`src/rtl/cw_keyer_pkg.sv`:
```
// Shared constants, state encoding and speed clamp for the CW iambic keyer.
package cw_keyer_pkg;

  typedef enum logic [1:0] {
    ST_IDLE = 2'd0,
    ST_DOT  = 2'd1,
    ST_DASH = 2'd2,
    ST_GAP  = 2'd3
  } keyer_state_e;

  localparam logic [10:0] UNIT_THRESHOLD = 11'd1200;
  localparam logic [5:0]  WPM_MIN        = 6'd1;
  localparam logic [5:0]  WPM_MAX        = 6'd60;

  function automatic logic [5:0] clamp_wpm(input logic [5:0] wpm);
    if (wpm < WPM_MIN) begin
      return WPM_MIN;
    end else if (wpm > WPM_MAX) begin
      return WPM_MAX;
    end else begin
      return wpm;
    end
  endfunction

endpackage

```
`src/rtl/cw_paddle_debounce.sv`:
```
// Two-flop synchroniser plus ms-tick debounce filter for one active-low paddle.
module cw_paddle_debounce
  import cw_keyer_pkg::*;
#(
  parameter int DEBOUNCE_MS = 4
) (
  input  logic aclk,
  input  logic resetn,
  input  logic ms_tick,
  input  logic paddle_n,
  output logic pressed
);

  localparam int CW = (DEBOUNCE_MS < 2) ? 1 : $clog2(DEBOUNCE_MS);
  localparam logic [CW-1:0] CNT_LAST = CW'(DEBOUNCE_MS - 1);

  logic          meta_r;
  logic          sync_r;
  logic          pressed_r;
  logic [CW-1:0] cnt_r;

  always_ff @(posedge aclk) begin
    if (!resetn) begin
      meta_r <= 1'b0;
      sync_r <= 1'b0;
    end else begin
      meta_r <= ~paddle_n;
      sync_r <= meta_r;
    end
  end

  // Count ticks at the new level; any return to the accepted level restarts it.
  always_ff @(posedge aclk) begin
    if (!resetn) begin
      cnt_r     <= '0;
      pressed_r <= 1'b0;
    end else if (sync_r == pressed_r) begin
      cnt_r <= '0;
    end else if (ms_tick) begin
      if (cnt_r == CNT_LAST) begin
        pressed_r <= sync_r;
        cnt_r     <= '0;
      end else begin
        cnt_r <= cnt_r + CW'(1);
      end
    end
  end

  assign pressed = pressed_r;

endmodule

```
`src/rtl/cw_iambic_keyer.sv`:
```
// Iambic (mode A/B) Morse keyer: debounced paddles, WPM-timed elements, registered key output.
module cw_iambic_keyer
  import cw_keyer_pkg::*;
#(
  parameter int MILLISEC_COUNT = 12287,
  parameter int DEBOUNCE_MS    = 4
) (
  input  logic       aclk,
  input  logic       resetn,
  input  logic       dot_paddle_n,
  input  logic       dash_paddle_n,
  input  logic       keyer_enable,
  input  logic       iambic_mode_b,
  input  logic       reverse_paddles,
  input  logic [5:0] keyer_speed,
  output logic       key_down,
  output logic       keyer_busy
);

  localparam int MSW = (MILLISEC_COUNT < 1) ? 1 : $clog2(MILLISEC_COUNT + 1);
  localparam logic [MSW-1:0] MS_LAST = MSW'(MILLISEC_COUNT);

  logic [MSW-1:0] ms_cnt_r;
  logic           ms_tick_s;
  logic           dot_db_s, dash_db_s, dot_s, dash_s;
  keyer_state_e   state_r, state_nxt_s;
  logic [5:0]     wpm_s;
  logic [10:0]    acc_r, acc_wrap_s;
  logic [11:0]    acc_sum_s;
  logic           unit_end_s;
  logic [1:0]     unit_cnt_r;
  logic           last_dash_r, dot_mem_r, dash_mem_r;
  logic           elem_entry_s, key_on_s, key_down_r;

  assign ms_tick_s = (ms_cnt_r == MS_LAST);

  // The ms grid restarts on element entry so every element spans whole units.
  always_ff @(posedge aclk) begin
    if (!resetn) begin
      ms_cnt_r <= '0;
    end else if (elem_entry_s || ms_tick_s) begin
      ms_cnt_r <= '0;
    end else begin
      ms_cnt_r <= ms_cnt_r + MSW'(1);
    end
  end

  cw_paddle_debounce #(.DEBOUNCE_MS(DEBOUNCE_MS)) u_dot_db (
    .aclk(aclk), .resetn(resetn), .ms_tick(ms_tick_s), .paddle_n(dot_paddle_n), .pressed(dot_db_s)
  );

  cw_paddle_debounce #(.DEBOUNCE_MS(DEBOUNCE_MS)) u_dash_db (
    .aclk(aclk), .resetn(resetn), .ms_tick(ms_tick_s), .paddle_n(dash_paddle_n), .pressed(dash_db_s)
  );

  assign dot_s      = reverse_paddles ? dash_db_s : dot_db_s;
  assign dash_s     = reverse_paddles ? dot_db_s  : dash_db_s;
  assign wpm_s      = clamp_wpm(keyer_speed);
  assign acc_sum_s  = {1'b0, acc_r} + {6'd0, wpm_s};
  assign acc_wrap_s = acc_sum_s[10:0] - UNIT_THRESHOLD;
  assign unit_end_s = ms_tick_s && (acc_sum_s >= {1'b0, UNIT_THRESHOLD});
  assign elem_entry_s = ((state_nxt_s == ST_DOT) || (state_nxt_s == ST_DASH)) &&
                        ((state_r == ST_IDLE) || (state_r == ST_GAP));

  always_ff @(posedge aclk) begin
    if (!resetn) begin
      state_r <= ST_IDLE;
    end else begin
      state_r <= state_nxt_s;
    end
  end

  always_comb begin
    state_nxt_s = state_r;
    if (!keyer_enable) begin
      state_nxt_s = ST_IDLE;
    end else begin
      case (state_r)
        ST_IDLE: begin
          if (dot_s)       state_nxt_s = ST_DOT;
          else if (dash_s) state_nxt_s = ST_DASH;
          else             state_nxt_s = ST_IDLE;
        end
        ST_DOT: begin
          if (unit_end_s) state_nxt_s = ST_GAP;
          else            state_nxt_s = ST_DOT;
        end
        ST_DASH: begin
          if (unit_end_s && (unit_cnt_r == 2'd2)) state_nxt_s = ST_GAP;
          else                                    state_nxt_s = ST_DASH;
        end
        ST_GAP: begin
          if (!unit_end_s) begin
            state_nxt_s = ST_GAP;
          end else if (last_dash_r) begin
            if (dot_s || (iambic_mode_b && dot_mem_r)) state_nxt_s = ST_DOT;
            else if (dash_s)                           state_nxt_s = ST_DASH;
            else                                       state_nxt_s = ST_IDLE;
          end else begin
            if (dash_s || (iambic_mode_b && dash_mem_r)) state_nxt_s = ST_DASH;
            else if (dot_s)                              state_nxt_s = ST_DOT;
            else                                         state_nxt_s = ST_IDLE;
          end
        end
        default: state_nxt_s = ST_IDLE;
      endcase
    end
  end

  always_comb begin
    key_on_s   = keyer_enable && ((state_r == ST_DOT) || (state_r == ST_DASH));
    keyer_busy = (state_r != ST_IDLE);
  end

  always_ff @(posedge aclk) begin
    if (!resetn) begin
      acc_r      <= 11'd0;
      unit_cnt_r <= 2'd0;
    end else if (elem_entry_s) begin
      acc_r      <= 11'd0;
      unit_cnt_r <= 2'd0;
    end else if ((state_r != ST_IDLE) && ms_tick_s) begin
      if (unit_end_s) begin
        acc_r      <= acc_wrap_s;
        unit_cnt_r <= unit_cnt_r + 2'd1;
      end else begin
        acc_r <= acc_sum_s[10:0];
      end
    end
  end

  // Squeeze memories: a paddle pressed during the opposite element is remembered for mode B.
  always_ff @(posedge aclk) begin
    if (!resetn) begin
      dot_mem_r   <= 1'b0;
      dash_mem_r  <= 1'b0;
      last_dash_r <= 1'b0;
    end else if (state_nxt_s == ST_IDLE) begin
      dot_mem_r  <= 1'b0;
      dash_mem_r <= 1'b0;
    end else begin
      if (elem_entry_s) last_dash_r <= (state_nxt_s == ST_DASH);
      if (elem_entry_s && (state_nxt_s == ST_DOT))   dot_mem_r <= 1'b0;
      else if ((state_r == ST_DASH) && dot_s)        dot_mem_r <= 1'b1;
      if (elem_entry_s && (state_nxt_s == ST_DASH))  dash_mem_r <= 1'b0;
      else if ((state_r == ST_DOT) && dash_s)        dash_mem_r <= 1'b1;
    end
  end

  always_ff @(posedge aclk) begin
    if (!resetn) begin
      key_down_r <= 1'b0;
    end else begin
      key_down_r <= key_on_s;
    end
  end

  assign key_down = key_down_r;

endmodule

```
`config.mk`:
```
export PLATFORM = sky130hd
export DESIGN_NAME = cw_iambic_keyer
export DESIGN_NICKNAME = d
export VERILOG_FILES = /design/src/rtl/cw_keyer_pkg.sv /design/src/rtl/cw_paddle_debounce.sv /design/src/rtl/cw_iambic_keyer.sv
export SDC_FILE = /design/constraint.sdc
export NUM_CORES = 1
export LEC_CHECK = 0
export BUFFER_PORTS_ARGS = -buffer_cell sky130_fd_sc_hd__buf_2
export CORE_ASPECT_RATIO = 1.2
export CORE_UTILIZATION = 48
export DETAILED_ROUTE_END_ITERATION = 8
export PLACE_DENSITY = 0.67
export SYNTH_ARGS = -nofsm -noshare
export SYNTH_HDL_FRONTEND = slang
export SYNTH_SLANG_ARGS = --single-unit
```
`constraint.sdc`:
```
create_clock -name aclk -period 6.3 [get_ports aclk]
set_input_delay 1.26 -clock aclk [delete_from_list [all_inputs] [get_ports aclk]]
set_output_delay 1.26 -clock aclk [all_outputs]
set_load 0.01 [all_outputs]
```
# Yosys cells after proc, flatten, opt, wreduce, memory -nomap -nowiden
# Index checks and enable logic that the tools add are counted.
# classes
addsub	6
magnitude_cmp	3
n_eq_ne	11
muxes	18
bitwise	6
reduce_logical	30
# op_table
operator	count
$mux 2	10
$add 14x1->14 const B	1
$eq 14x14->1 const B	1
$add 11x6->12	1
$eq 2x2->1 const B	6
$ge 12x11->1 const B	1
$mux 6	2
$logic_and 1x1->1	11
$mux 11	1
$sub 11x11->11 const B	1
$pmux 2 s4	1
$reduce_or 2->1	4
$add 2x1->2 const B	3
$gt 6x6->1 const B	1
$logic_or 1x1->1	6
$lt 6x1->1 const B	1
$not 1->1	6
$reduce_and 3->1	2
$reduce_or 3->1	2
$eq 2x1->1 const B	2
$logic_not 2->1	2
$mux 1	4
$reduce_and 2->1	2
$eq 1x1->1	2
$reduce_bool 2->1	1
# totals
regBits	43
inputBits	13
output_inout_bits	2
elab_cells	90

# Longest topological paths before layout
# Gate-level depths: netlist of the first run.
# depth
word_depth	15
depth_mapped	28
mapped_depth_nobuf	26

# By module
# Synthesis of the first run repeated with hierarchy kept, for this count alone.
# hier_totals
hier_cells	341
hier_area_um2	2844.0
# by_module_without_submodules
mod	instances	cells_per_inst	area_per_inst_um2	seq_area_each_um2
cw_iambic_keyer	1	305	2448.6	660.6
cw_paddle_debounce	2	18	197.7	100.1

# Worst setup path after synthesis of the first run
# OpenSTA, ideal clock, no wires.
# synth_path
path_type	in2reg
start	input port keyer_speed[3]
end	register acc_r[9]
setup_time_ns	0.134
t_arrival_ns	5.812
setup_slack_ns	0.353
stages	24
path_buffers	2
path_cell_list	nand3_1 -> o21a_1 -> ha_1 -> a211o_1 -> and2_1 -> a21o_1 -> a21oi_1 -> xnor2_1 -> ha_1 -> o32a_1 -> o221a_1 -> a211oi_1 -> a21boi_1 -> buf_2 -> o31ai_1 -> a21o_1 -> ha_1 -> nand2b_1 -> and2_1 -> clkbuf_1 -> nand3_1 -> a21o_1 -> o21ai_1 -> or4_1
# synth_between
elab_chain_cells	14
elab_cells_between_ends	20
cone_classes	add/sub (2); order compare (3); eq/ne (2); mux (8); reduce/logical (5)
# synth_lines
element	line	text
from (decl)	cw_iambic_keyer.sv:15	input logic [5:0] keyer_speed,
$gt 6x6->1	cw_keyer_pkg.sv:18	end else if (wpm > WPM_MAX) begin
$mux 6	cw_keyer_pkg.sv:18	
$mux 6 (*)	cw_keyer_pkg.sv:16	if (wpm < WPM_MIN) begin
$add 11x6->12 (*)	cw_iambic_keyer.sv:59	assign acc_sum_s = {1'b0, acc_r} + {6'd0, wpm_s};
$ge 12x11->1	cw_iambic_keyer.sv:61	assign unit_end_s = ms_tick_s && (acc_sum_s >= {1'b0, UNIT_THRESHOLD});
$logic_and 1x1->1	cw_iambic_keyer.sv:61	
$logic_and 1x1->1	cw_iambic_keyer.sv:89	if (unit_end_s && (unit_cnt_r == 2'd2)) state_nxt_s = ST_GAP;
$mux 1	cw_iambic_keyer.sv:89	
$pmux 2 s4	cw_iambic_keyer.sv:78	case (state_r)
$mux 2	cw_iambic_keyer.sv:75	if (!keyer_enable) begin
$eq 2x1->1 or $eq 2x2->1 (tied branches)	cw_iambic_keyer.sv:62	assign elem_entry_s = ((state_nxt_s == ST_DOT) || (state_nxt_s == ST_DASH)) &&
$logic_or 1x1->1	cw_iambic_keyer.sv:62	
$logic_and 1x1->1	cw_iambic_keyer.sv:62	
$reduce_or 2->1 (no line)	--	
to (signal assigned)	cw_iambic_keyer.sv:124	acc_r <= acc_wrap_s;
to (signal assigned)	cw_iambic_keyer.sv:127	acc_r <= acc_sum_s[10:0];
to (decl)	cw_iambic_keyer.sv:28	logic [10:0] acc_r, acc_wrap_s;
# Every way passes the cells marked *; elsewhere a longest branch is shown, timed or not.
# A chain may end at the register's enable or synchronous reset.

# Worst setup path in the final report of the first run
# Same ends and word-level chain as after synthesis.

==> impl_metrics.yaml, run 1 <==
logic_synthesis:
  ys.flop_type: "dfxtp_1"
  synth_area_leaders: "dfxtp_1 30%, ha_1 7.8%, nand2_1 5.4%, mux2i_1 4.5%, nor2_1 4.4%"
  synth_edf_count: 0
  synth_seq_cells: 43
  synthArstFlopShare_pct: 0
  yosysUniqueCellTypes: 63
  synthesis.area_sq_um: 2900
  synth_top_family_by_area: "simple AND/OR/NAND/NOR gates"
  synth-compound-area-share_pct: 19.4
  synthSimpleGateAreaFrac_pct: 26.3
  synth_xor_area_share_pct: 6.30
  yosys.area.top_type: "dfxtp_1"
  muxShareOfSynthArea_pct: 5.65
  netlist.area_leader.share_pct: 29.7
  synth_area_per_cell_sq_um: 8.17
  synth_seq_area_share_pct: 29.7
  synth_cells: 355
  syn_nets: 387
  ys_warn_count: 0
  synthAdderAreaFrac_pct: 8.45
critical_path:
  critPathArrivalTime_ps: 6080
  ff2ff_setup_slack_ps: 1360
  cp_max_fo: 7
  required_ps: 6480
  reg2regPathDepth: 20
  crit_type: "in2reg"
  regToRegEndpoint: "acc_r[9]"
  r2r_start: "acc_r[2]"
  startpoint_type: "primary input"
  end_kind: "register"
  worstSetupStartpoint: "keyer_speed[3]"
  crit_end: "acc_r[9]"
routing:
  avgViaCountPerCell: 5.61
  wl_per_cell_um: 13.6
  drtIter0Drc: 112
  routed_wl_mm: 6.04
  drc: 0
  firstDrtPassIters: 4
  ant_nets: 0
  vias: 2493
floorplan:
  die-area_sq_um: 6360
  num_io_pins: 15
  die_h_um: 87.2
  die_w_um: 73.0
  initial_utilization_pct: 50.5
  rows: 30
  design.core.area_sq_um: 5740
cells_and_area:
  fin_util_pct: 54.5
  area_growth_syn_to_layout_pct: 7.81
  final_area_sq_um: 3130
  antenna_cells: 0
  stdcell_count: 444
  nNetsFinal: 395
  final_common_cell: "dfxtp_1"
  final_cell_mix: "43 x dfxtp_1, 42 x nand2_1, 34 x nor2_1, 22 x a21oi_1"
  drive_above_1_share_pct: 12.1
cts:
  holdBufCountCts: 0
  clock_latency_ps: 300
  cts_setup_buffers: 0
  clk_pin_slew_ps: 80
  numClockSinks: 43
  cts_buffers: 5
  cts_resized: 0
  cts_tree: "built"
  clockRootBuffer: "clkbuf_8"
  clock_path_buffers: 2
  cts_max_level: 2
sta:
  fin_crit_ps: 5900
  rsz0062_at_grt: "no"
  fin_skew_ps: 5.57
  slew_viol_final: 0
  fin_setup_tns_ps: 0
  setup_viol: 0
  max_freq_mhz: 170
  relSlewSlack_pct: 49.2
  worst_pin_slew_ps: 760
  fin_ws_ps: 402
  finalHoldViolCount: 0
  hold_ws_ps: 439
  fin_crit_sh_pct: 93.6
flow_run:
  cap_violations: 0
placement:
  place.gp.congestion: 0.891
  hpwl_mm: 4.54
  io_buffers: 14
  pre_cts_ws_ps: 119
  dp_cells: 436
  placed_area_sq_um: 3030
global_route:
  grt_first_pass_wirelength_mm: 10.2
  antenna_found_initial: 0
  grt_overflow: 0
  grt_pass1_vias: 2289
  grtUsageTotal_pct: 20.3
  grt_start_max_net_pins: 22
status:
  run_status: "completed"
hold_path:
  holdCritPathClass: "reg2reg"
  holdPathStages: 1
power:
  p_leak_nw: 1.32
  p_total_mw: 0.494
  powerDensity_nw_per_um2: 158
  ir_worst_vdd_mv: 0.0695
==> metal layers <==
metal  vias to the layer above  global-route usage, %  wire length (um)
li1                       1278                      -                 -
met1                      1174                   24.2              2900
met2                        32                   35.9              2950
met3                         9                   3.36               113
met4                         0                   8.02                89
met5                         -                      0                 0
==> worst min path at each step <==
| stage | to | slack (ps) | from |
|---|---|---|---|
| 6_report | u_dot_db.sync_r | 440 | u_dot_db.meta_r |
| 4_1_cts | u_dot_db.sync_r | 440 | u_dot_db.meta_r |
| 3_5_place_dp | u_dot_db.sync_r | 430 | u_dot_db.meta_r |
| 3_3_place_gp | u_dash_db.sync_r | 420 | u_dash_db.meta_r |
| 2_1_floorplan | u_dash_db.sync_r | 410 | u_dash_db.meta_r |
| 5_1_grt | u_dash_db.sync_r | 460 | u_dash_db.meta_r |
==> synthesized netlist by cell type (3+ instances only) <==
cell type and n:
nor2_1 34, nand4_1 5, buf_4 3, xnor2_1 10, inv_1 9, and3_1 11, nand2_1 42, o21ai_0 9
xor2_1 9, nor3_1 10, o31ai_1 3, a21oi_1 22, mux2i_1 13, ha_1 18, buf_2 4, nor2b_1 6
mux2_2 3, and2_1 6, a21o_1 8, a211oi_1 6, nand3_1 18, dfxtp_1 43, nor4_1 3, clkbuf_1 12
==> final cells by class <==
type	instances	area [sq um]
well taps	80	100
fillers	548	2620
clock inverters	2	16.3
inverters	9	33.8
repair buffers	20	115
clock buffers	6	82.6
flip-flops and latches	43	861
multi-input cells	284	1920
==> logic make-up (layout without fill, tap and decap cells) <==
group	Yosys count	in the layout
XOR/XNOR	20	20
buffers and inverters	28	37
AO/OA/AOI/OAI	77	77
adder cells (fa/ha/maj)	19	19
flip-flops	43	43
multiplexers	16	16
AND/OR/NAND/NOR	152	152
==> state kept, by name, indices dropped and copies added, names as in the netlist, 2 cells and up <==
register and flops:
u_dash_db.cnt_r 2, ms_cnt_r 14, unit_cnt_r 2, u_dot_db.cnt_r 2, state_r 2, acc_r 11
==> worst max-delay path, stage by stage <==
cell      delay (ps)
buf_2            100
nand3_1           90
o21a_1           210
ha_1             280
a211o_1          340
and2_1           190
a21o_1           180
a21oi_1          170
xnor2_1          110
ha_1             280
o32a_1           380
o221a_1          120
a211oi_1         220
a21boi_1         320
o31ai_1          170
a21o_1           230
ha_1             290
nand2b_1          90
and2_1           250
nand3_1          130
a21o_1           120
o21ai_1           60
or4_1            500
==> where the power goes <==
part	switching, mW	internal, mW	total (mW)
sequential	0.00197	0.274	0.276
clock	0.0975	0.0895	0.187
combinational	0.0178	0.0127	0.0305
total	0.117	0.377	0.494
Note: power is estimated with default switching activity, not from simulation.
==> inputs of run 2 (changes only) <==
--- a/config.mk
+++ b/config.mk
@@ -7,9 +7,10 @@
 export LEC_CHECK = 0
 export BUFFER_PORTS_ARGS = -buffer_cell sky130_fd_sc_hd__buf_2
 export CORE_ASPECT_RATIO = 1.2
+export CORE_MARGIN = 1
 export CORE_UTILIZATION = 48
 export DETAILED_ROUTE_END_ITERATION = 8
-export PLACE_DENSITY = 0.67
+export PLACE_DENSITY = 0.65
 export SYNTH_ARGS = -nofsm -noshare
 export SYNTH_HDL_FRONTEND = slang
 export SYNTH_SLANG_ARGS = --single-unit
==> constraint.sdc (replaced) <==
create_clock -name aclk -period 5.45 [get_ports aclk]
set_input_delay 1.09 -clock aclk [delete_from_list [all_inputs] [get_ports aclk]]
set_output_delay 1.09 -clock aclk [all_outputs]
set_load 0.01 [all_outputs]
==> impl_metrics.yaml, run 2 (same netlist as run 1, synthesis figures left out) <==
power:
  p_total_mw: 0.584
  p_leak_nw: 1.51
  pwr-share-seq_pct: 54.7
  combinationalPowerShare_pct: 7.8
  powerDensity_nw_per_um2: 167
  ir_worst_vdd_mv: 0.151
  netSwitchingFraction_pct: 24.1
  switchingPower_mw: 0.141
  p_int_mw: 0.443
  clkPwrFrac_pct: 37.4
routing:
  met2_wirelength_mm: 3.21
  routed_wl_mm: 6.53
  wl_per_cell_um: 13.7
  ant_nets: 0
  dr_wl_met3_um: 214
  avgViaCountPerCell: 5.48
  firstDrtPassIters: 4
  met1Wirelength_mm: 2.98
  drtIter0Drc: 137
  highest_layer: "met4"
  drc: 0
  vias: 2607
cells_and_area:
  drive_above_1_share_pct: 23.5
  regMostFlops: "ms_cnt_r"
  largest_reg_flops: 14
  top_regs: "ms_cnt_r (14), acc_r (11)"
  nNetsFinal: 427
  final_cell_mix: "43 x dfxtp_1, 41 x nand2_1, 37 x buf_4, 34 x nor2_1, 21 x a21oi_1"
  final_area_sq_um: 3490
  area_growth_syn_to_layout_pct: 20.2
  final_common_cell: "dfxtp_1"
  stdcell_count: 476
  fillerInstances: 532
  antenna_cells: 0
sta:
  relSlewSlack_pct: 46.9
  slew_viol_final: 0
  fin_crit_sh_pct: 96.9
  fin_setup_tns_ps: 0
  finalHoldViolCount: 0
  setup_viol: 0
  fin_crit_ps: 5280
  hold_ws_ps: 443
  max_freq_mhz: 189
  worst_pin_slew_ps: 794
  fin_skew_ps: 10.9
critical_path:
  startpoint_type: "primary input"
  regToRegEndpoint: "acc_r[9]"
  reg2regPathDepth: 18
  required_ps: 5630
  worstSetupStartpoint: "keyer_speed[3]"
  end_kind: "register"
  critPathArrivalTime_ps: 5460
  ff2ff_setup_slack_ps: 980
  cp_max_fo: 4
  r2r_start: "acc_r[2]"
  crit_type: "in2reg"
global_route:
  grt_first_pass_wirelength_mm: 10.6
  grt_start_max_net_pins: 22
  antenna_found_initial: 0
  grtUsageTotal_pct: 21.3
  grt_overflow: 0
  grt_pass1_vias: 2337
cts:
  cts_tree: "built"
  clock_latency_ps: 310
  clk_pin_slew_ps: 80
  clockRootBuffer: "clkbuf_8"
  numClockSinks: 43
  clock_path_buffers: 2
  cts_buffers: 5
  cts_max_level: 2
status:
  run_status: "completed"
placement:
  placed_area_sq_um: 3310
  io_buffers: 14
  hpwl_mm: 4.80
  dp_cells: 465
  place.gp.congestion: 0.848
floorplan:
  rows: 30
  die_h_um: 87.2
  die_w_um: 73.0
  die-area_sq_um: 6360
  design.core.area_sq_um: 5740
  initial_utilization_pct: 50.5
  num_io_pins: 15
hold_path:
  holdCritPathClass: "reg2reg"
  min_from: "u_dot_db.meta_r"
  min_to: "u_dot_db.sync_r"
  holdPathStages: 1
flow_run:
  cap_violations: 0
-- run 2: how the worst max path moves through the flow --
stage / end / slack [ps]
finish: acc_r[9] / 170
global placement: acc_r[6] / -90
CTS: acc_r[6] / 80
detailed placement: acc_r[6] / -190
floorplan: acc_r[9] / 40
global route: acc_r[9] / -1
-- run 2: worst max-delay path: stages --
cell	delay [ps]
buf_2	110
nand3_2	80
o21a_1	200
ha_1	290
a211o_1	280
and2_4	160
a21o_1	150
a21oi_2	130
xnor2_1	110
ha_2	220
o32a_1	350
o221a_1	140
a211oi_2	200
a21bo_2	290
a311oi_4	290
a21o_1	230
ha_4	170
nand2b_4	70
and2_2	210
and3_1	170
or4_1	500
-- run 2: what timing repair did --
item / 4_1_cts / 5_1_grt
endpoints found under the setup margin: 0 / 16
buffers inserted: 0 / 2
hold buffers: 0 / 0
resized for setup: 0 / 11
-- run 2: power groups by stage --
| stage | Clock [mW] | Combinational (mW) | Sequential, mW |
|---|---|---|---|
| floorplan | 0 | 0.0252 | 0.326 |
| global placement | 0 | 0.0434 | 0.327 |
| detailed placement | 0 | 0.0439 | 0.327 |
| CTS | 0.225 | 0.0442 | 0.320 |
| global route | 0.238 | 0.0501 | 0.320 |
| finish | 0.218 | 0.0457 | 0.320 |
-- run 2: through the flow --
stage,util [%],setup WS (ps)
floorplan,-,37.5
global placement,57.6,-88.9
detailed placement,57.6,-187
CTS,59.3,77.5
global route,60.7,-1.36
finish,60.7,171
-- run 2: final cells by class --
| cell class | instances | area, sq um | area share, % |
|---|---|---|---|
| Tap cell | 80 | 100 | 2.87 |
| Timing Repair Buffer | 51 | 348 | 9.97 |
| Clock inverter | 2 | 13.8 | 0.395 |
| Clock buffer | 6 | 82.6 | 2.37 |
| Inverter | 9 | 33.8 | 0.968 |
| Sequential cell | 43 | 861 | 24.7 |
| Multi-Input combinational cell | 285 | 2050 | 58.8 |
-- run 2: layer usage --
layer | GRT usage [%] | vias up
met5 | 0 | -
met4 | 8.20 | 0
met3 | 3.24 | 11
met2 | 37.0 | 53
met1 | 26.4 | 1193
li1 | - | 1350
